File: config.mk
export PLATFORM = sky130hd
export DESIGN_NAME = rect_fill_engine
export DESIGN_NICKNAME = d
export VERILOG_FILES = /design/src/rtl/rect_fill_engine.sv
export SDC_FILE = /design/constraint.sdc
export NUM_CORES = 1
export LEC_CHECK = 0
export BUFFER_PORTS_ARGS = -buffer_cell sky130_fd_sc_hd__buf_2
export CORE_MARGIN = 2
export CORE_UTILIZATION = 60
export CTS_CLUSTER_DIAMETER = 50
export DETAILED_ROUTE_END_ITERATION = 8
export PLACE_DENSITY = 0.86
export SLEW_MARGIN = 25
export SYNTH_ARGS = -nofsm -noshare
export SYNTH_HDL_FRONTEND = slang
export SYNTH_SLANG_ARGS = --single-unit
File: constraint.sdc
create_clock -name clock -period 7.6 [get_ports clock]
set_clock_uncertainty 0.05 [all_clocks]
set_input_delay 1.14 -clock clock [delete_from_list [all_inputs] [get_ports clock]]
set_output_delay 1.14 -clock clock [all_outputs]
set_load 0.01 [all_outputs]
File: src/rtl/rect_fill_engine.sv
// Rectangle draw engine for the VGA pixel port: raster-order fill or outline,
// clipped to the screen, with a stall on the downstream ready.
module rect_fill_engine #(
  parameter int unsigned COORD_W     = 11,
  parameter int unsigned COLOUR_W    = 3,
  parameter int unsigned SCREEN_W    = 160,
  parameter int unsigned SCREEN_H    = 120,
  parameter int unsigned OFFSCREEN_X = 160
) (
  input  logic                clock,
  input  logic                reset,
  input  logic                start,
  input  logic [COORD_W-1:0]  load_x,
  input  logic [COORD_W-1:0]  load_y,
  input  logic [COORD_W-1:0]  load_width,
  input  logic [COORD_W-1:0]  load_height,
  input  logic [COLOUR_W-1:0] load_colour,
  input  logic                load_mode,
  input  logic                ready,
  output logic                plot,
  output logic [COORD_W-1:0]  send_x,
  output logic [COORD_W-1:0]  send_y,
  output logic [COLOUR_W-1:0] send_colour,
  output logic                busy,
  output logic                draw_done
);

  typedef enum logic [1:0] {IDLE, DRAW, DONE} state_t;

  localparam logic [COORD_W:0]   SW  = (COORD_W+1)'(SCREEN_W);
  localparam logic [COORD_W:0]   SH  = (COORD_W+1)'(SCREEN_H);
  localparam logic [COORD_W-1:0] OFX = COORD_W'(OFFSCREEN_X);

  state_t state, state_nxt;

  logic [COORD_W-1:0]  x0, y0, xe, ye, cur_x, cur_y;
  logic [COORD_W:0]    right_e, bot_e;
  logic [COLOUR_W-1:0] colour;
  logic                mode;

  logic [COORD_W:0] sum_x, sum_y, lim_x, lim_y;
  logic             empty, on_draw, border, advance, last_col, last;

  // Edge arithmetic is one bit wider so x0+w never wraps before clipping.
  always_comb begin
    sum_x = {1'b0, load_x} + {1'b0, load_width};
    sum_y = {1'b0, load_y} + {1'b0, load_height};
    lim_x = (sum_x < SW) ? sum_x : SW;
    lim_y = (sum_y < SH) ? sum_y : SH;
    empty = (load_width == '0) || (load_height == '0) ||
            ({1'b0, load_x} >= SW) || ({1'b0, load_y} >= SH);
  end

  always_comb begin
    on_draw     = (state == DRAW);
    border      = !mode || (cur_x == x0) || ({1'b0, cur_x} == right_e) ||
                  (cur_y == y0) || ({1'b0, cur_y} == bot_e);
    plot        = on_draw && border;
    send_x      = on_draw ? cur_x : OFX;
    send_y      = on_draw ? cur_y : '0;
    send_colour = colour;
    busy        = (state != IDLE);
    draw_done   = (state == DONE);
    advance     = on_draw && (ready || !border);
    last_col    = (cur_x == xe);
    last        = last_col && (cur_y == ye);
  end

  always_comb begin
    state_nxt = state;
    case (state)
      IDLE:    if (start) state_nxt = empty ? DONE : DRAW;
      DRAW:    if (advance && last) state_nxt = DONE;
      DONE:    state_nxt = IDLE;
      default: state_nxt = IDLE;
    endcase
  end

  always_ff @(posedge clock or posedge reset) begin
    if (reset) state <= IDLE;
    else       state <= state_nxt;
  end

  always_ff @(posedge clock or posedge reset) begin
    if (reset) begin
      x0      <= '0;
      y0      <= '0;
      xe      <= '0;
      ye      <= '0;
      right_e <= '0;
      bot_e   <= '0;
      cur_x   <= '0;
      cur_y   <= '0;
      colour  <= '0;
      mode    <= 1'b0;
    end else if (state == IDLE && start) begin
      x0      <= load_x;
      y0      <= load_y;
      xe      <= COORD_W'(lim_x - 1'b1);
      ye      <= COORD_W'(lim_y - 1'b1);
      right_e <= sum_x - 1'b1;
      bot_e   <= sum_y - 1'b1;
      cur_x   <= load_x;
      cur_y   <= load_y;
      colour  <= load_colour;
      mode    <= load_mode;
    end else if (advance && !last) begin
      if (last_col) begin
        cur_x <= x0;
        cur_y <= cur_y + 1'b1;
      end else begin
        cur_x <= cur_x + 1'b1;
      end
    end
  end

endmodule

==> results of run 1 <==
area by class of cell:
| type | count | area [µm²] | share of cell area |
|---|---|---|---|
| clock inverters | 4 | 47.5 | 0.00632 |
| well taps | 140 | 175 | 0.0233 |
| inverters | 20 | 77.6 | 0.0103 |
| flip-flops and latches | 96 | 2400 | 0.319 |
| repair buffers | 85 | 440 | 0.0585 |
| multi-input cells | 641 | 4150 | 0.552 |
| clock buffers | 10 | 229 | 0.0304 |
per-layer routing:
metal / up-vias / track usage / share of wire
met1: 2850 / 0.406 / 0.45
li1: 2899 / - / -
met4: 0 / 0.133 / 0.029
met5: - / 0 / 0
met2: 247 / 0.432 / 0.45
met3: 38 / 0.0390 / 0.069
kinds of logic after synthesis:
group           count (synthesis)  synth area share
xor+xnor                      104             0.134
fa+ha+maj                      30            0.0572
flops                          96             0.352
compound gates                154             0.155
mux                            14            0.0211
buf+inv                        70            0.0396
simple gates                  339             0.241
path summary, 6_finish.rpt:
kind                                              endpoint  slack, ps  cells past startpoint
worst min-delay path            send_colour[2]$_DFFE_PP0P_        430                      2
min in group asynchronous             cur_y[0]$_DFFE_PP0P_        810                      2
worst max-delay path                     ye[2]$_DFFE_PP0P_       3260                     12
worst min register to register  send_colour[2]$_DFFE_PP0P_        430                      2
worst max register to register        cur_y[9]$_DFFE_PP0P_       4510                      9
max in group asynchronous           right_e[4]$_DFFE_PP0P_       5650                      3
flip-flops by register name (all words and copies together), names as in the netlist, 2 cells and up:
name / cells
y0: 11
x0: 11
bot_e: 12
right_e: 12
ye: 11
state: 2
cur_y: 11
send_colour: 3
cur_x: 11
xe: 11
cells in the mapped netlist (3+ instances only):
| cell | instances |
|---|---|
| o211ai_1 | 4 |
| a21oi_1 | 28 |
| o21ai_1 | 19 |
| mux2i_1 | 11 |
| inv_2 | 3 |
| nor3b_1 | 7 |
| and2_1 | 22 |
| nand3_1 | 26 |
| nor3_1 | 18 |
| ha_1 | 28 |
| nand4_1 | 3 |
| dfrtp_1 | 96 |
| clkbuf_1 | 47 |
| xor2_1 | 79 |
| nand2b_1 | 4 |
| o21ai_0 | 27 |
| o31ai_1 | 10 |
| a221o_1 | 8 |
| and3_1 | 14 |
| a31oi_1 | 12 |
| xnor2_1 | 25 |
| or4_1 | 5 |
| nand2_1 | 136 |
| o21a_1 | 7 |
| inv_1 | 17 |
| or2_2 | 3 |
| nor2b_1 | 5 |
| a21o_1 | 9 |
| nor4_1 | 23 |
| nor2_1 | 56 |
critical path: stages:
cell and delay, ps:
buf_2 140, ha_1 370, a21o_1 200, a31o_1 200
o211a_1 250, o2111a_1 260, a211oi_2 270, nand4b_1 360
or3_1 450, ha_1 230, or4_1 520, a31oi_1 170
power by group through the flow:
| stage | clock (mW) | sequential (mW) | combinational, mW |
|---|---|---|---|
| after global placement | 0 | 0.993 | 0.828 |
| final | 0.440 | 1.00 | 0.870 |
| after floorplan | 0 | 0.825 | 0.800 |
| after detailed placement | 0 | 1.00 | 0.852 |
| after global routing | 0.456 | 1.04 | 0.979 |
| after CTS | 0.438 | 0.995 | 0.863 |
metrics by stage:
stage                     power (mW)  setup WS, ps  hold WS (ps)  area [µm²]
after floorplan                 1.62          3340           406        6820
after global placement          1.82          3030           410        7250
after detailed placement        1.85          2930           412        7250
after CTS                       2.30          3280           434        7530
after global routing            2.47          2930           479        7530
final                           2.31          3260           431        7530
==> flow_summary_export.csv, run 1 <==
group,metric,value,unit
cells_and_area,final_common_cell,"nand2_1",
synth,yosysSeqAreaShare,0.352,
clocking,clkSinkCount,96,
cells_and_area,syn2layout_area_growth,10.3,%
die,core-area,0.0110,mm²
sta,relSlewSlack,0.415,
synth,synth-edff-count,0,
sta,timing.fmax,231,MHz
synth,syn_area_per_cell,8.45,µm²
die,rows,38,
clocking,post-cts-setup-buffers,0,
synth,yosys_warnings,0,
sta,setup_viol_count_final,0,
synth,ys_seq_elements,96,
clocking,cts_buffer_depth,2,
die,dieWidth,111,µm
place,hpwl,12.6,mm
job,drv_cap,0,
place,gp_congestion,0.876,
route,vias,6034,
power_and_ir_drop,power_density,307,mW/mm²
power_and_ir_drop,p_sw_frac,0.417,
global_routing,grt_first_pass_wirelength,28.4,mm
cells_and_area,layout-drive-gt1-share,0.141,
sta,hold_viol,0,
global_routing,grt-ovfl-total,0,
sta,tns,0,ps
route,first_pass_iters,5,
place,dp_cells,982,
critical_path,worst_setup_path_end_kind,"flip-flop",
die,ios,80,
route,wl_per_cell,17.1,µm
synth,synthFlopType,"dfrtp_1",
clocking,cts_root_buffer,"clkbuf_16",
sta,finalMaxSlewViolations,0,
cells_and_area,n_antenna_cell,0,
route,ant_nets,0,
power_and_ir_drop,p_switching,0.963,mW
clocking,clk-insertion-delay-late,350,ps
clocking,cts_resized,0,
die,die-area,0.0122,mm²
route,drc,0,
power_and_ir_drop,p_comb_frac,0.377,
synth,synth_nets,889,
die,die_h,111,µm
critical_path,worstPathArrival,4550,ps
critical_path,criticalPathCategory,"in -> reg",
clocking,ctsHoldBuffers,0,
clocking,clk_pin_slew_worst_paths,70,ps
clocking,cts_max_level,3,
synth,synth_top_area_cell,"dfrtp_1",
power_and_ir_drop,p_leak,3.56,nW
route,drt_iter0_markers,490,
global_routing,antenna_found_initial,0,
critical_path,path_max_fanout,8,
clocking,cts_buffers,9,
power_and_ir_drop,seqPwrFrac,0.433,
synth,synth_top_cells_by_area,"dfrtp_1 35%, xor2_1 10%, nand2_1 7.5%",
hold_path,min_from,"send_colour[2]$_DFFE_PP0P_",
place,portBuffers,79,
cells_and_area,fin_cells,996,
synth,netlist_area,0.00682,mm²
global_routing,grt_max_degree,88,
power_and_ir_drop,intPower,1.35,mW
synth,netlist.area_leader.share,0.352,
status,status,"finished clean",
die,initial_utilization,0.621,
cells_and_area,nFillCells,852,
clocking,cts_tree,"done",
synth,synth_cell_types,74,
sta,rsz0062_at_grt,"false",
critical_path,startpoint_type,"input port",
critical_path,cp.required,7820,ps
critical_path,cp-startpoint,"load_y[4]",
synth,ys_async_sr_fraction,1.00,
hold_path,hp-class,"reg -> reg",
synth,syn_inst,807,
global_routing,grt_pass1_vias,5773,
route,viasPerCell,6.06,
power_and_ir_drop,max-vdd-ir-drop,0.237,mV
sta,layout_min_cycle_time,4340,ps
global_routing,grt_util_all_layers,0.285,
cells_and_area,layout.nets,935,
power_and_ir_drop,pwr-share-clk,0.190,
sta,tightest_slew,869,ps
critical_path,rr_startpoint,"cur_x[0]$_DFFE_PP0P_",
sta,fin_crit_sh,0.571,
cells_and_area,final_cell_mix,"135 x nand2_1, 96 x dfrtp_1, 79 x xor2_1, 79 x buf_2, 56 x nor2_1",
cells_and_area,fin_util,0.685,
route,drt-total-wl,17.0,mm
Note: power is estimated with default switching activity, not from simulation.
==> run 2, diff against run 1 <==
--- a/config.mk
+++ b/config.mk
@@ -5,12 +5,13 @@
 export SDC_FILE = /design/constraint.sdc
 export NUM_CORES = 1
 export LEC_CHECK = 0
+export ABC_AREA = 1
 export BUFFER_PORTS_ARGS = -buffer_cell sky130_fd_sc_hd__buf_2
 export CORE_MARGIN = 2
-export CORE_UTILIZATION = 60
+export CORE_UTILIZATION = 54
 export CTS_CLUSTER_DIAMETER = 50
 export DETAILED_ROUTE_END_ITERATION = 8
-export PLACE_DENSITY = 0.86
+export PLACE_DENSITY = 0.81
 export SLEW_MARGIN = 25
 export SYNTH_ARGS = -nofsm -noshare
 export SYNTH_HDL_FRONTEND = slang
==> constraint.sdc (replaced) <==
create_clock -name clock -period 3.9 [get_ports clock]
set_clock_uncertainty 0.05 [all_clocks]
set_input_delay 0.585 -clock clock [delete_from_list [all_inputs] [get_ports clock]]
set_output_delay 0.585 -clock clock [all_outputs]
set_load 0.01 [all_outputs]
==> run 2 against run 1 <==
Design area up 8.4%. Synthesized cell count rose by 32%. Wire length increased by 13%. Largest cell class unchanged. Register-to-register slack lost 3300 ps. Total power rose by 130%. Die area increased by 18%. First-iteration DRC count increased by 28%. Flip-flop and latch count stayed put. Area after synthesis rose by 6.5%. Critical path depth rose by 10. Combinational power grew to 2.7 times the previous value. Worst hold slack got worse by 260 ps.
==> flow_summary_export.csv, run 2 <==
group,metric,value,unit
sta,hold_viol,0,
sta,rsz0062_at_grt,"false",
clocking,cts_tree,"done",
route,viasPerCell,5.49,
die,die-area,0.0144,mm²
cells_and_area,reg_top3,"bot_e: 12 flops, right_e: 12 flops",
power_and_ir_drop,seqPwrFrac,0.352,
synth,syn_area_per_cell,6.80,µm²
clocking,cts_resized,0,
power_and_ir_drop,pwr-share-clk,0.205,
critical_path,path_max_fanout,5,
global_routing,grt-ovfl-total,0,
place,gp_congestion,0.942,
synth,synth_top_area_cell,"dfrtp_1",
synth,netlist_area,0.00727,mm²
power_and_ir_drop,intPower,2.98,mW
critical_path,rr_worst_depth,10,
critical_path,rr_startpoint,"cur_x[8]$_DFFE_PP0P_",
status,status,"finished clean",
clocking,cts_root_buffer,"clkbuf_16",
cells_and_area,syn2layout_area_growth,12.3,%
sta,timing.fmax,329,MHz
synth,synthTopCellsByCount,"333 x nand2_1, 115 x inv_1, 103 x nor2_1",
sta,layout_min_cycle_time,3040,ps
cells_and_area,final_common_cell,"nand2_1",
synth,ys_seq_elements,96,
sta,tns,0,ps
die,core-area,0.0132,mm²
clocking,cts_max_level,3,
synth,synth_cell_types,48,
die,initial_utilization,0.551,
die,ios,80,
route,wl_per_cell,14.6,µm
power_and_ir_drop,p_comb_frac,0.444,
synth,synth_top_cells_by_area,"dfrtp_1 33%, nand2_1 17%, inv_1 5.9%",
critical_path,criticalPathCategory,"in -> reg",
hold_path,hp-class,"in -> async",
route,first_pass_iters,7,
cells_and_area,final_cell_mix,"333 x nand2_1, 113 x inv_1, 102 x nor2_1",
route,drc,0,
power_and_ir_drop,p_leak,4.28,nW
synth,syn_inst,1069,
global_routing,antenna_found_initial,0,
power_and_ir_drop,p_switching,2.27,mW
clocking,clk_pin_slew_worst_paths,60,ps
die,rows,42,
cells_and_area,fin_util,0.619,
synth,synth.most_common_cell,"nand2_1",
synth,yosys_warnings,0,
power_and_ir_drop,max-vdd-ir-drop,0.298,mV
clocking,clkSinkCount,96,
clocking,ctsHoldBuffers,0,
clocking,cts_buffers,9,
die,die_h,120,µm
critical_path,r2r_end,"cur_y[3]$_DFFE_PP0P_",
sta,tightest_slew,958,ps
cells_and_area,n_antenna_cell,0,
cells_and_area,layout.nets,1216,
clocking,cts_buffer_depth,2,
synth,netlist.area_leader.share,0.331,
route,vias,7222,
sta,setup_viol_count_final,0,
global_routing,grt_first_pass_wirelength,31.5,mm
power_and_ir_drop,p_sw_frac,0.433,
power_and_ir_drop,power_density,643,mW/mm²
clocking,clk-insertion-delay-late,350,ps
critical_path,worst_setup_path_end_kind,"flip-flop",
clocking,post-cts-setup-buffers,0,
sta,relSlewSlack,0.360,
job,drv_cap,0,
critical_path,cp.required,4080,ps
synth,synth_nets,1151,
sta,setup_ws,861,ps
cells_and_area,layout-drive-gt1-share,0.133,
synth,synth-edff-count,0,
global_routing,grt_pass1_vias,6643,
sta,finalMaxSlewViolations,0,
global_routing,grt_util_all_layers,0.274,
synth,ys_async_sr_fraction,1.00,
global_routing,grt_max_degree,77,
synth,synthFlopType,"dfrtp_1",
route,drt_iter0_markers,625,
place,portBuffers,79,
critical_path,startpoint_type,"input port",
route,ant_nets,0,
die,dieWidth,120,µm
critical_path,reg2reg_setup_slack,1180,ps
place,place_ws,554,ps
synth,yosysSeqAreaShare,0.331,
route,drt-total-wl,19.3,mm
critical_path,worstPathArrival,3220,ps
place,hpwl,14.7,mm
sta,fin_crit_sh,0.779,
==> run 2: how the worst max path moves through the flow <==
stage	from	end	slack, ps	depth (start not counted)
2_1_floorplan	reset	bot_e[0]$_DFFE_PP0P_	760	1
3_3_place_gp	load_y[0]	ye[6]$_DFFE_PP0P_	630	22
3_5_place_dp	load_y[0]	ye[6]$_DFFE_PP0P_	550	22
4_1_cts	load_y[0]	ye[6]$_DFFE_PP0P_	900	22
5_1_grt	load_y[0]	ye[6]$_DFFE_PP0P_	570	22
6_report	load_y[0]	ye[6]$_DFFE_PP0P_	860	22
==> run 2: critical path: stages <==
cell and delay, ps:
buf_2 110, ha_1 200, inv_1 60, fa_1 350
inv_1 100, nand2_1 70, nand2_1 100, nand3_1 100
nand2_1 80, nand2_1 60, nand2_2 90, nand3_2 100
nor2_2 160, nand2_2 100, or2_2 290, ha_1 260
nand3_2 100, nor2_2 40, nand2_1 90, nand2_1 60
nand2_1 50, nand2_1 50
==> run 2: kinds of logic (layout without fill, tap and decap cells) <==
| family | count (synthesis) | count (layout) | synth area share |
|---|---|---|---|
| compound gates | 133 | 133 | 0.104 |
| xor+xnor | 61 | 61 | 0.0746 |
| fa+ha+maj | 30 | 30 | 0.0537 |
| buf+inv | 154 | 224 | 0.0833 |
| flops | 96 | 96 | 0.331 |
| simple gates | 595 | 595 | 0.354 |
==> run 2: area by class of cell <==
type | instances | area, µm²
tap | 176 | 220
multi-input combinational | 819 | 4270
clock buffer | 9 | 225
sequential | 96 | 2400
clock inverter | 7 | 141
inverter | 123 | 464
fill | 1204 | 5030
timing repair buffer | 85 | 440
==> run 2: metal layers <==
| layer | up-vias | global-route usage | routed length (µm) |
|---|---|---|---|
| li1 | 3576 | - | - |
| met1 | 3317 | 0.396 | 8930 |
| met2 | 284 | 0.413 | 8450 |
| met3 | 45 | 0.0404 | 1300 |
| met4 | 0 | 0.111 | 568 |
| met5 | - | 0 | 0 |
==> run 2: power by group through the flow <==
stage	combinational [mW]	sequential [mW]	clock [mW]
final	2.33	1.85	1.07
after global routing	2.65	1.90	1.12
after CTS	2.31	1.83	1.07
after detailed placement	2.28	1.84	0
after global placement	2.23	1.82	0
after floorplan	1.80	1.70	0
==> run 2: per-stage QoR <==
step                cell area [µm²]  power (mW)  hold slack (ps)  instances
floorplan                      7270        3.50              392       1069
global placement               7790        4.05              400       1299
detailed placement             7790        4.12              405       1299
CTS                            8160        5.22              179       1315
global route                   8160        5.66              203       1315
finish                         8160        5.25              173       1315
